**src/rtl/adrv9001_tdd_sched.sv**
```systemverilog
// adrv9001_tdd_sched: programmable TDD frame scheduler for rx1/rx2/tx1/tx2 enables.
// Define ADRV9001_TDD_SCHED_GUARD_EN to let rx enables mask tx enables and flag the conflict.
module adrv9001_tdd_sched #(
  parameter int CNT_WIDTH = 32,
  parameter int FRM_WIDTH = 16
) (
  input  logic                   clk,
  input  logic                   rst,
  input  logic                   start,
  input  logic                   stop,
  input  logic                   trig,
  input  logic                   trig_mode,
  input  logic                   cfg_update,
  input  logic [CNT_WIDTH-1:0]   frame_len,
  input  logic [FRM_WIDTH-1:0]   num_frames,
  input  logic [3:0]             ch_mask,
  input  logic [4*CNT_WIDTH-1:0] on_cnt,
  input  logic [4*CNT_WIDTH-1:0] off_cnt,
  output logic [3:0]             tdd_en,
  output logic                   frame_strobe,
  output logic [FRM_WIDTH-1:0]   frame_cnt,
  output logic                   busy,
  output logic                   done,
  output logic                   guard_err
);
  typedef enum logic [1:0] {IDLE, ARM, RUN} state_t;
  state_t state, state_nx;
  logic [CNT_WIDTH-1:0] count, len_a, len_s, len_eff;
  logic [FRM_WIDTH-1:0] nf_a;
  logic [3:0] mask_a, mask_s, raw, en_nx;
  logic [4*CNT_WIDTH-1:0] on_a, off_a, on_s, off_s;
  logic trig_d, pending, go, run, wrap, last;

  function automatic logic in_win(input logic [CNT_WIDTH-1:0] on, off, c);
    return on < off ? (c >= on && c < off) : (on > off && (c >= on || c < off));
  endfunction

  assign len_eff = len_a < CNT_WIDTH'(2) ? CNT_WIDTH'(2) : len_a;
  assign go = state == IDLE && start && !stop;
  assign run = state == RUN && !stop;
  assign wrap = state == RUN && count == len_eff - CNT_WIDTH'(1);
  assign last = run && wrap && nf_a != '0 && frame_cnt + FRM_WIDTH'(1) == nf_a;
  assign busy = state != IDLE;

  always_comb begin
    state_nx = state;
    if (stop && state != IDLE) state_nx = IDLE;
    else if (go) state_nx = trig_mode ? ARM : RUN;
    else if (state == ARM && trig && !trig_d) state_nx = RUN;
    else if (last) state_nx = IDLE;
  end

  always_ff @(posedge clk or posedge rst) begin
    if (rst) state <= IDLE;
    else state <= state_nx;
  end

`ifdef ADRV9001_TDD_SCHED_GUARD_EN
  logic conflict;
  // rx wins: any rx enable suppresses both tx enables for that cycle
  always_comb begin
    raw = '0;
    for (int k = 0; k < 4; k++)
      raw[k] = run & mask_a[k] & in_win(on_a[k*CNT_WIDTH +: CNT_WIDTH], off_a[k*CNT_WIDTH +: CNT_WIDTH], count);
    conflict = |raw[1:0] & |raw[3:2];
    en_nx = |raw[1:0] ? {2'b00, raw[1:0]} : raw;
  end

  always_ff @(posedge clk or posedge rst) begin
    if (rst) guard_err <= 1'b0;
    else if (go) guard_err <= 1'b0;
    else if (conflict) guard_err <= 1'b1;
  end
`else
  always_comb begin
    raw = '0;
    for (int k = 0; k < 4; k++)
      raw[k] = run & mask_a[k] & in_win(on_a[k*CNT_WIDTH +: CNT_WIDTH], off_a[k*CNT_WIDTH +: CNT_WIDTH], count);
    en_nx = raw;
  end

  assign guard_err = 1'b0;
`endif

  always_ff @(posedge clk or posedge rst) begin
    if (rst) begin
      count <= '0;
      frame_cnt <= '0;
      tdd_en <= '0;
      frame_strobe <= 1'b0;
      done <= 1'b0;
      trig_d <= 1'b0;
      pending <= 1'b0;
      len_a <= '0;
      nf_a <= '0;
      mask_a <= '0;
      on_a <= '0;
      off_a <= '0;
      len_s <= '0;
      mask_s <= '0;
      on_s <= '0;
      off_s <= '0;
    end else begin
      trig_d <= trig;
      tdd_en <= en_nx;
      frame_strobe <= run && count == '0;
      done <= last;
      count <= (state == RUN && !wrap) ? count + CNT_WIDTH'(1) : '0;
      // a pending update only survives while the run continues
      pending <= state != IDLE && state_nx != IDLE && (cfg_update || (pending && !wrap));
      if (cfg_update) begin
        len_s <= frame_len;
        mask_s <= ch_mask;
        on_s <= on_cnt;
        off_s <= off_cnt;
      end
      if (go) begin
        len_a <= frame_len;
        nf_a <= num_frames;
        mask_a <= ch_mask;
        on_a <= on_cnt;
        off_a <= off_cnt;
        frame_cnt <= '0;
      end else begin
        if (run && wrap && frame_cnt != '1) frame_cnt <= frame_cnt + FRM_WIDTH'(1);
        if (run && wrap && pending) begin
          len_a <= len_s;
          mask_a <= mask_s;
          on_a <= on_s;
          off_a <= off_s;
        end
      end
    end
  end
endmodule

```
**config.mk**
```make
export PLATFORM = sky130hd
export DESIGN_NAME = adrv9001_tdd_sched
export DESIGN_NICKNAME = d
export VERILOG_FILES = /design/src/rtl/adrv9001_tdd_sched.sv
export SDC_FILE = /design/constraint.sdc
export NUM_CORES = 2
export LEC_CHECK = 0
export BUFFER_PORTS_ARGS = -buffer_cell sky130_fd_sc_hd__buf_2
export CORE_MARGIN = 3
export CORE_UTILIZATION = 48
export CTS_CLUSTER_SIZE = 16
export DETAILED_ROUTE_END_ITERATION = 7
export GPL_TIMING_DRIVEN = 0
export PLACE_DENSITY = 0.81
export SYNTH_ARGS = -nofsm -noshare
export SYNTH_HDL_FRONTEND = slang
export SYNTH_SLANG_ARGS = --single-unit
```
**constraint.sdc**
```tcl
create_clock -name clk -period 22.9 [get_ports clk]
set_clock_uncertainty 0.2 [all_clocks]
set_input_delay 4.58 -clock clk [delete_from_list [all_inputs] [get_ports clk]]
set_output_delay 4.58 -clock clk [all_outputs]
set_load 0.03 [all_outputs]
```
# [Word-level counts from Yosys, hierarchy flattened]
# Index checks and enable logic that the tools add are counted.
[totals] wordCells=111 input_bits=315 reg_bits=658
[classes] bitwise=8 n_mux=21 n_reduce_logical=40 add_sub_neg=3 order_cmp=17 n_eq_ne=5
[op_table] op="$mux W128" count=4
[op_table] op="$lt A32 B32 Y1" count=8
[op_table] op="$ge A32 B32 Y1" count=4
[op_table] op="$gt A32 B32 Y1" count=4
[op_table] op="$mux W32" count=4
[op_table] op="$add A32 B1 Y32 const B" count=1
[op_table] op="$eq A32 B32 Y1" count=1
[op_table] op="$logic_not A32 Y1" count=1
[op_table] op="$lt A32 B2 Y1 const B" count=1
[op_table] op="$mux W16" count=2
[op_table] op="$sub A32 B1 Y32 const B" count=1
[op_table] op="$logic_and A1 B1 Y1" count=25
[op_table] op="$add A16 B1 Y16 const B" count=1
[op_table] op="$eq A16 B16 Y1" count=1
[op_table] op="$ne A16 B16 Y1 const B" count=1
[op_table] op="$reduce_bool A16 Y1" count=1
[op_table] op="$mux W2" count=5
[op_table] op="$and A1 B1 Y1" count=8
[op_table] op="$mux W4" count=2
[op_table] op="$reduce_bool A2 Y1" count=4
[op_table] op="$logic_or A1 B1 Y1" count=5
[op_table] op="$mux W1" count=4
[op_table] op="$logic_not A1 Y1" count=3
[op_table] op="$eq A2 B1 Y1 const B" count=1
[op_table] op="other kinds (2)" count=2

# [Depth between registers and ports, before layout]
[logic_depth] word_depth=15 ltp_mapped=18 mapped_depth_nobuf=14

# [Worst setup path after synthesis]
# OpenSTA, ideal clock, no wires.
[synth_path] path_type="input to register" from="input stop" to="register len_a[9]" stages=6 slack_ns=16.666 required_ns=22.562 n_path_buf=2 setup_ns=0.138 arrival_time_ns=5.895 cell_sequence="nor3_1 -> nand4_2 -> buf_2 -> buf_6 -> o22ai_1 -> a31oi_1"
[synth_via] elab_chain_len=5 word_cells_on_any_way=7
[synth_rtl] element="start, declared" line="10" source="input logic stop,"
[synth_rtl] element="$logic_not A1 Y1 *" line="39, 40"
[synth_rtl] element="$logic_and A1 B1 Y1" line="40" source="assign run = state == RUN && !stop;"
[synth_rtl] element="$logic_and A1 B1 Y1 (2 in series)" line="126" source="if (run && wrap && pending) begin"
[synth_rtl] element="$reduce_bool A2 Y1 (no line)"
[synth_rtl] element="end signal, assigned" line="118" source="len_a <= frame_len;"
[synth_rtl] element="end signal, assigned" line="127" source="len_a <= len_s;"
[synth_rtl] element="end, declared" line="28" source="logic [CNT_WIDTH-1:0] count, len_a, len_s, len_eff;"
# Mark *: on every way between the ends. The rest lies on a longest branch, timed or not.
# A chain may end at the register's enable or synchronous reset.

# [Worst setup path after layout]
[layout_path] from="input cfg_update" to="register on_s[127]"
[layout_rtl] element="start, declared" line="13" source="input logic cfg_update,"
[layout_rtl] element="end signal, assigned" line="114" source="on_s <= on_cnt;"
[layout_rtl] element="end, declared" line="31" source="logic [4*CNT_WIDTH-1:0] on_a, off_a, on_s, off_s;"
# No word-level cell between the ends.

==> results by group <==
Synth
  – EDFF count, synth: 0
  – Synth warn: 0
  – Yosys cell types: 83
  – Average size of a mapped cell: 10.6 um2
  – Post-Syn Area: 0.0371 mm2
  – Yosys reg bits: 658
  – Primary FF master, synth: dfrtp_1
  – Sequential fraction of the synthesis area: 44.3%
  – Cells after synthesis: 3496
  – Async SR Flop Fraction: 100%
  – Syn nets: 4195

Pwr
  – Peak supply drop: 48.7 uV
  – Sequential Power Share: 42.1%
  – Sw Pwr: 1.06 mW
  – Sw Share: 30.9%
  – Comb pwr share: 22.6%
  – Clock power share: 35.2%
  – P per Cell Area: 79.9 mW/mm2
  – P_int: 2.37 mW
  – Leakage power: 20.7 nW

Final layout
  – Commonest non-fill, non-tap cells in the layout: 658 x dfrtp_1, 384 x ha_1, 365 x buf_2, 294 x o22ai_1, 293 x mux2_2
  – Most common cell after layout, fill and taps aside: dfrtp_1
  – Nets@finish: 4624
  – Layout cells sized above 1: 22.3%
  – Fill count: 6529
  – Area Growth Syn to Fin: 15.7%
  – Design Area, Final: 0.0430 mm2

Placement
  – HPWL Detailed: 88500 um
  – Port Buf Inserts: 336
  – Placer Congestion: 0.973
  – Placement Cell Area: 0.0405 mm2

Clock network
  – Clk slew on worst S/H paths: 60 ps
  – Postcts setup bufs: 0
  – Max Root-Sink Buffers: 3
  – Cts repair resizes: 0
  – Clk_lat worst skew: 630 ps
  – Htree depth: 3
  – Clock Sink Count: 658
  – CTS Root Cell: clkbuf_16
  – Hold buffer count at CTS: 0
  – CTS tree: built
  – TritonCTS buffer count: 73

Worst setup path
  – Max Fanout on Critical Path: 11
  – Crit-path cells: clkbuf_1 > clkbuf_1 > clkbuf_1 > mux2_2
  – Top delay family on crit path: buffers and inverters
  – Arrival time worst endpoint: 7110 ps
  – Worst EP required: 23200 ps
  – Critical path class: in2reg
  – WP buf/inv: 3
  – CP peak stage delay: 900 ps
  – Critical path endpoint category: flop
  – Worst path most repeated cell: clkbuf_1
  – Worst path slowest cell: clkbuf_1
  – CP startpoint kind: input port

Timing
  – Fin crit share: 29.7%
  – Hold Vio Cnt, Final: 0
  – Rel. slew slack: -1.55%
  – Max-slew violation count: 11
  – RSZ-0062 raised after global routing: no
  – Worst-Margin Slew: 1520 ps
  – Setup-failing EPs final: 0
  – Setup TNS Final: 0 ps
  – Tmin final: 6810 ps
  – Fmax: 147 MHz

Die
  – I/O Pins: 339
  – Core area: 0.0763 mm2
  – Initial Util: 48.6%
  – Num rows: 101
  – Die area: 0.0807 mm2
  – Die Y-Extent: 284 um
  – Die Span X: 284 um

Drt
  – DRT iter0 DRCs: 2855
  – DRC: 0
  – Vias per cell: 6.16
  – Routed vias: 31100
  – WL/cell: 23.8 um
  – Final wirelength: 120000 um
  – Antenna-violating nets left: 0
  – 1st-pass router iterations: 5

Min path
  – Hold Crit Class: reg2reg

Run status
  – Run status: finished, violations left
  – Failing checks: capacitance limit, slew limit

GRT
  – Vias in the first global route: 30700
  – First-pass GRT wire length: 181000 um
  – Initial antenna violation count: 43
  – Largest net degree at the start of global routing: 45
  – Gr ovfl total: 0
  – All-Layer GR Usage: 29.1%

Flow run
  – Max-cap viol count: 1
worst paths after layout:
kind | from | to | slack [ps] | cells past startpoint
worst max-delay path | cfg_update | on_s[127] | 16090 | 4
worst min-delay path | len_s[10] | len_s[10] | 310 | 1
worst max register to register | len_a[26] | on_a[0] | 16650 | 16
worst min register to register | len_s[10] | len_s[10] | 310 | 1
max in group asynchronous | rst | on_s[80] | 16780 | 7
min in group asynchronous | rst | frame_cnt[10] | 3930 | 2
Yosys cell counts (29+ instances only):
master / count / area share (%)
nor3_1: 33 / 0.44
o22ai_1: 294 / 5.0
xnor2_1: 45 / 1.1
buf_6: 31 / 0.94
mux2_2: 293 / 8.9
o21ai_0: 76 / 1.0
ha_1: 384 / 13
a31oi_1: 270 / 4.5
xor2_1: 46 / 1.1
nor4_1: 30 / 0.51
a21oi_1: 146 / 2.0
nand3_1: 54 / 0.73
clkbuf_1: 112 / 1.1
nand4_1: 68 / 1.1
a21o_1: 94 / 1.9
nor2_1: 118 / 1.2
buf_2: 29 / 0.39
inv_1: 270 / 2.7
nand2_1: 126 / 1.3
dfrtp_1: 658 / 44
flip-flops by register name (all words and copies together), names as in the netlist, 32 cells and up:
signal  cells
off_a     128
off_s     128
count      32
on_s      128
on_a      128
len_s      32
len_a      32
worst reg2reg max path, cell delays in order (launching register included):
cell and delay (ps):
dfrtp_1 470, or4_4 600, nor4_4 730, nand3_1 230
nand2_1 140, ha_1 150, buf_1 350, and2_0 390
nand2_1 90, a31oi_1 360, nor4_1 100, nand4b_1 210
nor3_1 80, nand2_1 290, clkbuf_1 1100, buf_2 480
a31oi_1 140
power groups by stage:
stage               Combinational (mW)  Clock (mW)  Sequential, mW
finish                           0.777        1.21            1.45
CTS                              0.768        1.22            1.44
detailed placement               0.761           0            1.46
global placement                 0.714           0            1.46
floorplan                        0.541           0            1.43
global route                     0.870        1.27            1.46
per-layer routing:
metal	vias to the layer above	share of wire, %	track usage, %
met5	-	0.10	0
li1	14000	-	-
met2	1385	45	45.4
met3	345	9.7	7.02
met1	15300	40	38.0
met4	18	5.1	14.5
stage by stage:
step,utilization [%],hold slack (ps),instances,power (mW),worst slack (ps)
after floorplan,-,269,3496,1.97,9130
after global placement,52.5,289,4862,2.17,5460
after detailed placement,53.0,296,4880,2.22,15510
after CTS,56.2,309,5008,3.43,16170
after global routing,56.3,317,5026,3.60,15990
final,56.3,305,5039,3.43,16090
area by class of cell:
type	instances	area (um2)	share of cell area, %
antenna	31	77.6	0.181
buffer	189	1010	2.35
clock buffer	101	2090	4.87
clock inverter	27	343	0.798
inverter	270	1020	2.37
multi-input combinational	2379	18600	43.4
sequential	658	16500	38.3
tap	1030	1290	3.00
timing repair buffer	354	2030	4.73
kinds of logic (layout without fill, tap and decap cells):
| family | after synthesis | after routing | synth area share [%] |
|---|---|---|---|
| DFF | 658 | 658 | 44.3 |
| AOI/OAI and AO/OA | 1000 | 1000 | 17.2 |
| muxes | 305 | 305 | 9.21 |
| other | 1 | 32 | 0.0101 |
| adders and majority gates | 385 | 385 | 13.0 |
| buffers and inverters | 459 | 941 | 5.45 |
| xor gates and xnor gates | 91 | 91 | 2.15 |
| and+or+nand+nor | 597 | 597 | 8.69 |
No activity file was read; power rests on OpenSTA's default activity.
